$ cat config.mk
export PLATFORM = sky130hd
export DESIGN_NAME = barrier_retire_trace_queue_flat
export DESIGN_NICKNAME = d
export VERILOG_FILES = /design/src/rtl/barrier_retire_trace_queue_if.sv /design/src/rtl/barrier_retire_trace_queue.sv /design/src/flat_wrapper.sv
export SDC_FILE = /design/constraint.sdc
export NUM_CORES = 2
export LEC_CHECK = 0
export ABC_AREA = 1
export BUFFER_PORTS_ARGS = -buffer_cell sky130_fd_sc_hd__buf_2
export CORE_AREA = 2 2 462 327
export DETAILED_ROUTE_END_ITERATION = 8
export DIE_AREA = 0 0 464 329
export GPL_TIMING_DRIVEN = 0
export HOLD_SLACK_MARGIN = 0.02
export PLACE_DENSITY = 0.53
export SYNTH_ARGS = -nofsm -noshare
export SYNTH_HDL_FRONTEND = slang
export SYNTH_SLANG_ARGS = --single-unit
$ cat constraint.sdc
create_clock -name clk -period 2.3 [get_ports clk]
set_input_delay 0.23 -clock clk [delete_from_list [all_inputs] [get_ports clk]]
set_output_delay 0.23 -clock clk [all_outputs]
set_load 0.01 [all_outputs]
$ cat src/rtl/barrier_retire_trace_queue_if.sv
// rtl/barrier_retire_trace_queue_if.sv - trace drain port for the barrier retire queue
//
// Purpose: groups the valid/ready drain handshake and the head-entry payload.
// Ports (signals):
//   trace_valid      head entry valid               (master -> slave)
//   trace_ready      consumer accepts head entry    (slave  -> master)
//   trace_pc         head entry PC                  (master -> slave)
//   trace_wf_bitmap  head entry wavefront bitmap    (master -> slave)
//   trace_wf_count   popcount of head bitmap        (master -> slave)
//   trace_timestamp  timestamp of head entry        (master -> slave)
interface barrier_retire_trace_queue_if #(
  parameter int WF_PER_CU = 40,
  parameter int TS_WIDTH  = 32
);
  logic                 trace_valid;
  logic                 trace_ready;
  logic [31:0]          trace_pc;
  logic [WF_PER_CU-1:0] trace_wf_bitmap;
  logic [5:0]           trace_wf_count;
  logic [TS_WIDTH-1:0]  trace_timestamp;

  modport master (
    output trace_valid, trace_pc, trace_wf_bitmap, trace_wf_count, trace_timestamp,
    input  trace_ready
  );

  modport slave (
    input  trace_valid, trace_pc, trace_wf_bitmap, trace_wf_count, trace_timestamp,
    output trace_ready
  );
endinterface

$ cat src/rtl/barrier_retire_trace_queue.sv
// rtl/barrier_retire_trace_queue.sv - timestamped FIFO of barrier-retire events with drop accounting
//
// Purpose: timestamps each barrier-retire event, stores its PC, wavefront bitmap and
// popcount in a circular buffer and drains it first-word-fall-through to the trace
// consumer. The barrier stage cannot stall, so events arriving while full are dropped
// and counted instead of back-pressured.
// Ports:
//   clk               rising-edge clock
//   rst               asynchronous active-low reset
//   retire_en         barrier retire event this cycle
//   retire_pc         PC of the completing barrier instruction
//   retire_wf_bitmap  wavefronts released by the event
//   clear_overflow    clears the sticky overflow flag
//   trace             drain port (master side), head entry + valid/ready
//   queue_level       occupied entries
//   overflow          sticky, at least one event dropped
//   drop_count        dropped events, saturating at 16'hFFFF
module barrier_retire_trace_queue #(
  parameter int DEPTH     = 8,
  parameter int WF_PER_CU = 40,
  parameter int TS_WIDTH  = 32
) (
  input  logic                         clk,
  input  logic                         rst,
  input  logic                         retire_en,
  input  logic [31:0]                  retire_pc,
  input  logic [WF_PER_CU-1:0]         retire_wf_bitmap,
  input  logic                         clear_overflow,
  barrier_retire_trace_queue_if.master trace,
  output logic [$clog2(DEPTH):0]       queue_level,
  output logic                         overflow,
  output logic [15:0]                  drop_count
);

  localparam int AW = $clog2(DEPTH);
  localparam logic [AW:0] FULL_LEVEL = (AW+1)'(DEPTH);

  logic [31:0]          mem_pc    [DEPTH];
  logic [WF_PER_CU-1:0] mem_bitmap[DEPTH];
  logic [5:0]           mem_count [DEPTH];
  logic [TS_WIDTH-1:0]  mem_ts    [DEPTH];

  logic [AW-1:0]        rd_ptr;
  logic [AW-1:0]        wr_ptr;
  logic [AW:0]          level;
  logic [TS_WIDTH-1:0]  timestamp;
  logic                 overflow_q;
  logic [15:0]          drops;

  logic                 head_valid;
  logic                 is_full;
  logic                 pop;
  logic                 push;
  logic                 drop;
  logic [5:0]           push_count;

  assign head_valid = (level != '0);
  assign is_full    = (level == FULL_LEVEL);
  assign pop        = head_valid & trace.trace_ready;
  // A pop in the same cycle frees the slot, so a full queue still accepts the event.
  assign push       = retire_en & (~is_full | pop);
  assign drop       = retire_en & is_full & ~pop;
  assign push_count = 6'($countones(retire_wf_bitmap));

  always_ff @(posedge clk or negedge rst) begin
    if (!rst) begin
      for (int i = 0; i < DEPTH; i++) begin
        mem_pc[i]     <= '0;
        mem_bitmap[i] <= '0;
        mem_count[i]  <= '0;
        mem_ts[i]     <= '0;
      end
    end else if (push) begin
      mem_pc[wr_ptr]     <= retire_pc;
      mem_bitmap[wr_ptr] <= retire_wf_bitmap;
      mem_count[wr_ptr]  <= push_count;
      mem_ts[wr_ptr]     <= timestamp;
    end
  end

  always_ff @(posedge clk or negedge rst) begin
    if (!rst) begin
      rd_ptr <= '0;
      wr_ptr <= '0;
      level  <= '0;
    end else begin
      if (push) wr_ptr <= wr_ptr + AW'(1);
      if (pop)  rd_ptr <= rd_ptr + AW'(1);
      if (push && !pop)      level <= level + (AW+1)'(1);
      else if (pop && !push) level <= level - (AW+1)'(1);
    end
  end

  always_ff @(posedge clk or negedge rst) begin
    if (!rst) begin
      timestamp  <= '0;
      overflow_q <= 1'b0;
      drops      <= '0;
    end else begin
      timestamp <= timestamp + TS_WIDTH'(1);
      // A drop takes priority over a simultaneous clear so no loss goes unreported.
      if (drop) begin
        overflow_q <= 1'b1;
        if (drops != 16'hFFFF) drops <= drops + 16'd1;
      end else if (clear_overflow) begin
        overflow_q <= 1'b0;
      end
    end
  end

  assign trace.trace_valid     = head_valid;
  assign trace.trace_pc        = head_valid ? mem_pc[rd_ptr]     : '0;
  assign trace.trace_wf_bitmap = head_valid ? mem_bitmap[rd_ptr] : '0;
  assign trace.trace_wf_count  = head_valid ? mem_count[rd_ptr]  : '0;
  assign trace.trace_timestamp = head_valid ? mem_ts[rd_ptr]     : '0;

  assign queue_level = level;
  assign overflow    = overflow_q;
  assign drop_count  = drops;

endmodule

$ cat src/flat_wrapper.sv
// flat-port wrapper written by rule: the top's interface ports become plain ports
module barrier_retire_trace_queue_flat 
#(
  parameter int DEPTH     = 8,
  parameter int WF_PER_CU = 40,
  parameter int TS_WIDTH  = 32
)
  (clk, rst, retire_en, retire_pc, retire_wf_bitmap, clear_overflow, queue_level, overflow, drop_count, trace_trace_valid, trace_trace_pc, trace_trace_wf_bitmap, trace_trace_wf_count, trace_trace_timestamp, trace_trace_ready);
  barrier_retire_trace_queue_if #(.WF_PER_CU(WF_PER_CU), .TS_WIDTH(TS_WIDTH)) trace_i ();
  input  logic clk;
  input  logic rst;
  input  logic retire_en;
  input  logic [31:0] retire_pc;
  input  logic [WF_PER_CU-1:0] retire_wf_bitmap;
  input  logic clear_overflow;
  output logic [$clog2(DEPTH):0] queue_level;
  output logic overflow;
  output logic [15:0] drop_count;
  output wire logic [$bits(trace_i.trace_valid)-1:0] trace_trace_valid;
  output wire logic [$bits(trace_i.trace_pc)-1:0] trace_trace_pc;
  output wire logic [$bits(trace_i.trace_wf_bitmap)-1:0] trace_trace_wf_bitmap;
  output wire logic [$bits(trace_i.trace_wf_count)-1:0] trace_trace_wf_count;
  output wire logic [$bits(trace_i.trace_timestamp)-1:0] trace_trace_timestamp;
  input wire logic [$bits(trace_i.trace_ready)-1:0] trace_trace_ready;
  assign trace_trace_valid = trace_i.trace_valid;
  assign trace_trace_pc = trace_i.trace_pc;
  assign trace_trace_wf_bitmap = trace_i.trace_wf_bitmap;
  assign trace_trace_wf_count = trace_i.trace_wf_count;
  assign trace_trace_timestamp = trace_i.trace_timestamp;
  assign trace_i.trace_ready = trace_trace_ready;
  barrier_retire_trace_queue #(.DEPTH(DEPTH), .WF_PER_CU(WF_PER_CU), .TS_WIDTH(TS_WIDTH)) u_core (.clk(clk), .rst(rst), .retire_en(retire_en), .retire_pc(retire_pc), .retire_wf_bitmap(retire_wf_bitmap), .clear_overflow(clear_overflow), .trace(trace_i), .queue_level(queue_level), .overflow(overflow), .drop_count(drop_count));
endmodule
==> reports/results.tsv <==
metric	value	unit
ys_types	28	
antenna_found_initial	11	
ys_warn_count	0	
hold_viol_final	164	
cts.sinks	939	
first_pass_iters	5	
synth_area	44200	um2
run_status	finished, violations left	
core_area	149000	um2
reg2regPathDepth	8	
synth.ff_latch_count	939	
p_leak	26.8	nW
post-route-period-util	188	%
crit_required	2.92	ns
final_common_cell	nand2_1	
syn_inst	5477	
fin_cells	8055	
fin_setup_tns	-177.47	ns
hp-class	input pin to asynchronous set/reset pin	
drive_above_1_share	22.5	%
area_delta_synth_final	30.8	%
skew	0.0362	ns
grt_first_pass_wirelength	259000	um
cts_root_buf	clkbuf_16	
grt_remaining_overflow	0	
grt_max_degree	115	
worstMarginPinSlew	0.744	ns
avgSynthCellArea	8.07	um2
drv_cap	0	
nFillCells	15200	
clk_latency	0.73	ns
ant_nets	0	
io_buffers	208	
syn-num-nets	5625	
crit_path_max_fanout	8	
die_w	464	um
layout.nets	6122	
slew_headroom	50.4	%
viasPerCell	5.10	
max_freq	232	MHz
worst_slack	-2.01	ns
wl	176000	um
synth_area_leaders	dfrtp_1 (53%), o21ai_0 (14%), nand2_1 (13%), nor2_1 (6.2%), buf_2 (2.1%)	
dp_cells	7689	
wl_per_cell	21.8	um
h-tree-depth	3	
critical_path_class	input pin to flip-flop	
yosys.area.top_type	dfrtp_1	
cts_tree	yes	
irDropWorstVdd	0.00292	V
multi_input_area	20500	um2
max-clock-path-buffers	3	
fin_area	57800	um2
dieArea	153000	um2
dp_hpwl	118000	um
cts-buffers-inserted	96	
power_density	1640	nW/um2
rsz0062_at_grt	yes	
fin_crit	4.31	ns
startpoint_type	input pin	
synth_top_area_share	53.2	%
regToRegSetupSlack	-0.20	ns
drc_errors	0	
final_cell_mix	nand2_1 (1399), o21ai_0 (990), dfrtp_1 (938)	
drtIter0Drc	4667	
initial_utilization	29.7	%
io-pin-count	209	
regArea	23500	um2
place_ws	-2.94	ns
maxSlewViolCount	0	
die_h	329	um
grt_pass1_vias	38800	
grt_use_total	22.4	%
violations	negative hold slack, negative setup slack	
critPathArrivalTime	4.93	ns
clk_pin_slew_worst_paths	0.07	ns
seq_area_frac_synth	53.2	%
rows	119	
gp_congestion	0.859	
dpl_cell_area	48100	um2
vias	41000	
finalSetupViolCount	321	
fin_hold_ws	-0.596	ns
cp-end-kind	flip-flop	
area by class of cell:
class / count / share of cell area, %
clock buffer: 137 / 4.84
sequential: 939 / 40.7
clock inverter: 39 / 0.983
timing repair buffer: 411 / 7.63
antenna: 7 / 0.0303
tap: 1996 / 4.32
inverter: 206 / 1.39
buffer: 366 / 4.72
multi-input combinational: 3954 / 35.4
stage by stage:
stage	total power, W	utilization [%]
global placement	0.0617	32.2
detailed placement	0.0622	32.3
CTS	0.0911	37.8
floorplan	0.0473	-
finish	0.0949	38.8
global route	0.101	38.8
what timing repair did:
action / in CTS / in global routing
hold endpoints to repair: 614 / 111
setup endpoints to repair: 486 / 1209
pin swaps: 283 / 204
buffers inserted: 80 / 18
gates cloned: 20 / 9
gates resized for setup: 940 / 442
hold buffers: 75 / 5
synthesized netlist by cell type, drive strengths merged:
cell type / count
clkinv: 1
inv: 205
fa: 35
ha: 36
o21ai: 1314
buf: 276
nand4: 9
nor3: 2
xor2: 28
nand2: 1537
and3: 1
dfrtp: 939
nand3: 134
a21oi: 112
xnor2: 8
nor2: 735
clkbuf: 102
nand3b: 3
cells by family (layout without fill, tap and decap cells):
kind of cell | count (synthesis) | after routing | share of synthesized area, %
DFF | 939 | 939 | 53.2
AOI/OAI and AO/OA | 1426 | 1426 | 16.2
adders and majority gates | 71 | 71 | 2.61
and+or+nand+nor | 2421 | 2421 | 21.2
xor gates and xnor gates | 36 | 36 | 0.714
other | 0 | 7 | 0
buffers and inverters | 584 | 1159 | 6.19
worst paths after layout:
path,startpoint,endpoint
setup / recovery,retire_wf_bitmap[32],u_core.mem_count[41]
setup reg to reg,u_core.queue_level[0],u_core.mem_ts[117]
min in group clk,trace_trace_ready,u_core.drop_count[8]
max in group asynchronous,rst,u_core.mem_pc[138]
hold reg to reg,u_core.timestamp[30],u_core.timestamp[30]
hold / removal,rst,u_core.mem_bitmap[308]
worst max-delay path, cell delays in order:
cell and delay, ns:
buf_4 0.13, ha_4 0.24, fa_2 0.64, fa_2 0.50, fa_2 0.41, fa_2 0.58
inv_2 0.05, fa_2 0.47, fa_1 0.50, inv_2 0.05, ha_4 0.16, fa_2 0.40
nand3_2 0.09, nand2_4 0.06, xor2_4 0.16, buf_12 0.15, nand2_1 0.06, nand2_1 0.04
state kept, by name, indices dropped and copies added (netlist names):
register / cells
u_core.mem_count: 48
u_core.rd_ptr: 3
u_core.queue_level: 4
u_core.overflow: 1
u_core.wr_ptr: 3
u_core.timestamp: 32
u_core.mem_pc: 256
u_core.mem_bitmap: 320
u_core.mem_ts: 256
u_core.drop_count: 16
report_power, final:
| group | switching, W | internal, W |
|---|---|---|
| sequential | 0.00346 | 0.0219 |
| combinational | 0.0318 | 0.0206 |
| clock | 0.00731 | 0.00984 |
| total | 0.0426 | 0.0524 |
layer usage:
layer / global-route usage (%) / vias up / share of wire, %
met2: 32.4 / 1498 / 42
met4: 6.21 / 0 / 2.9
li1: - / 18700 / -
met3: 4.31 / 223 / 8.0
met1: 33.8 / 20600 / 47
met5: 0 / - / 0
Power figures use the tool's default switching activity.
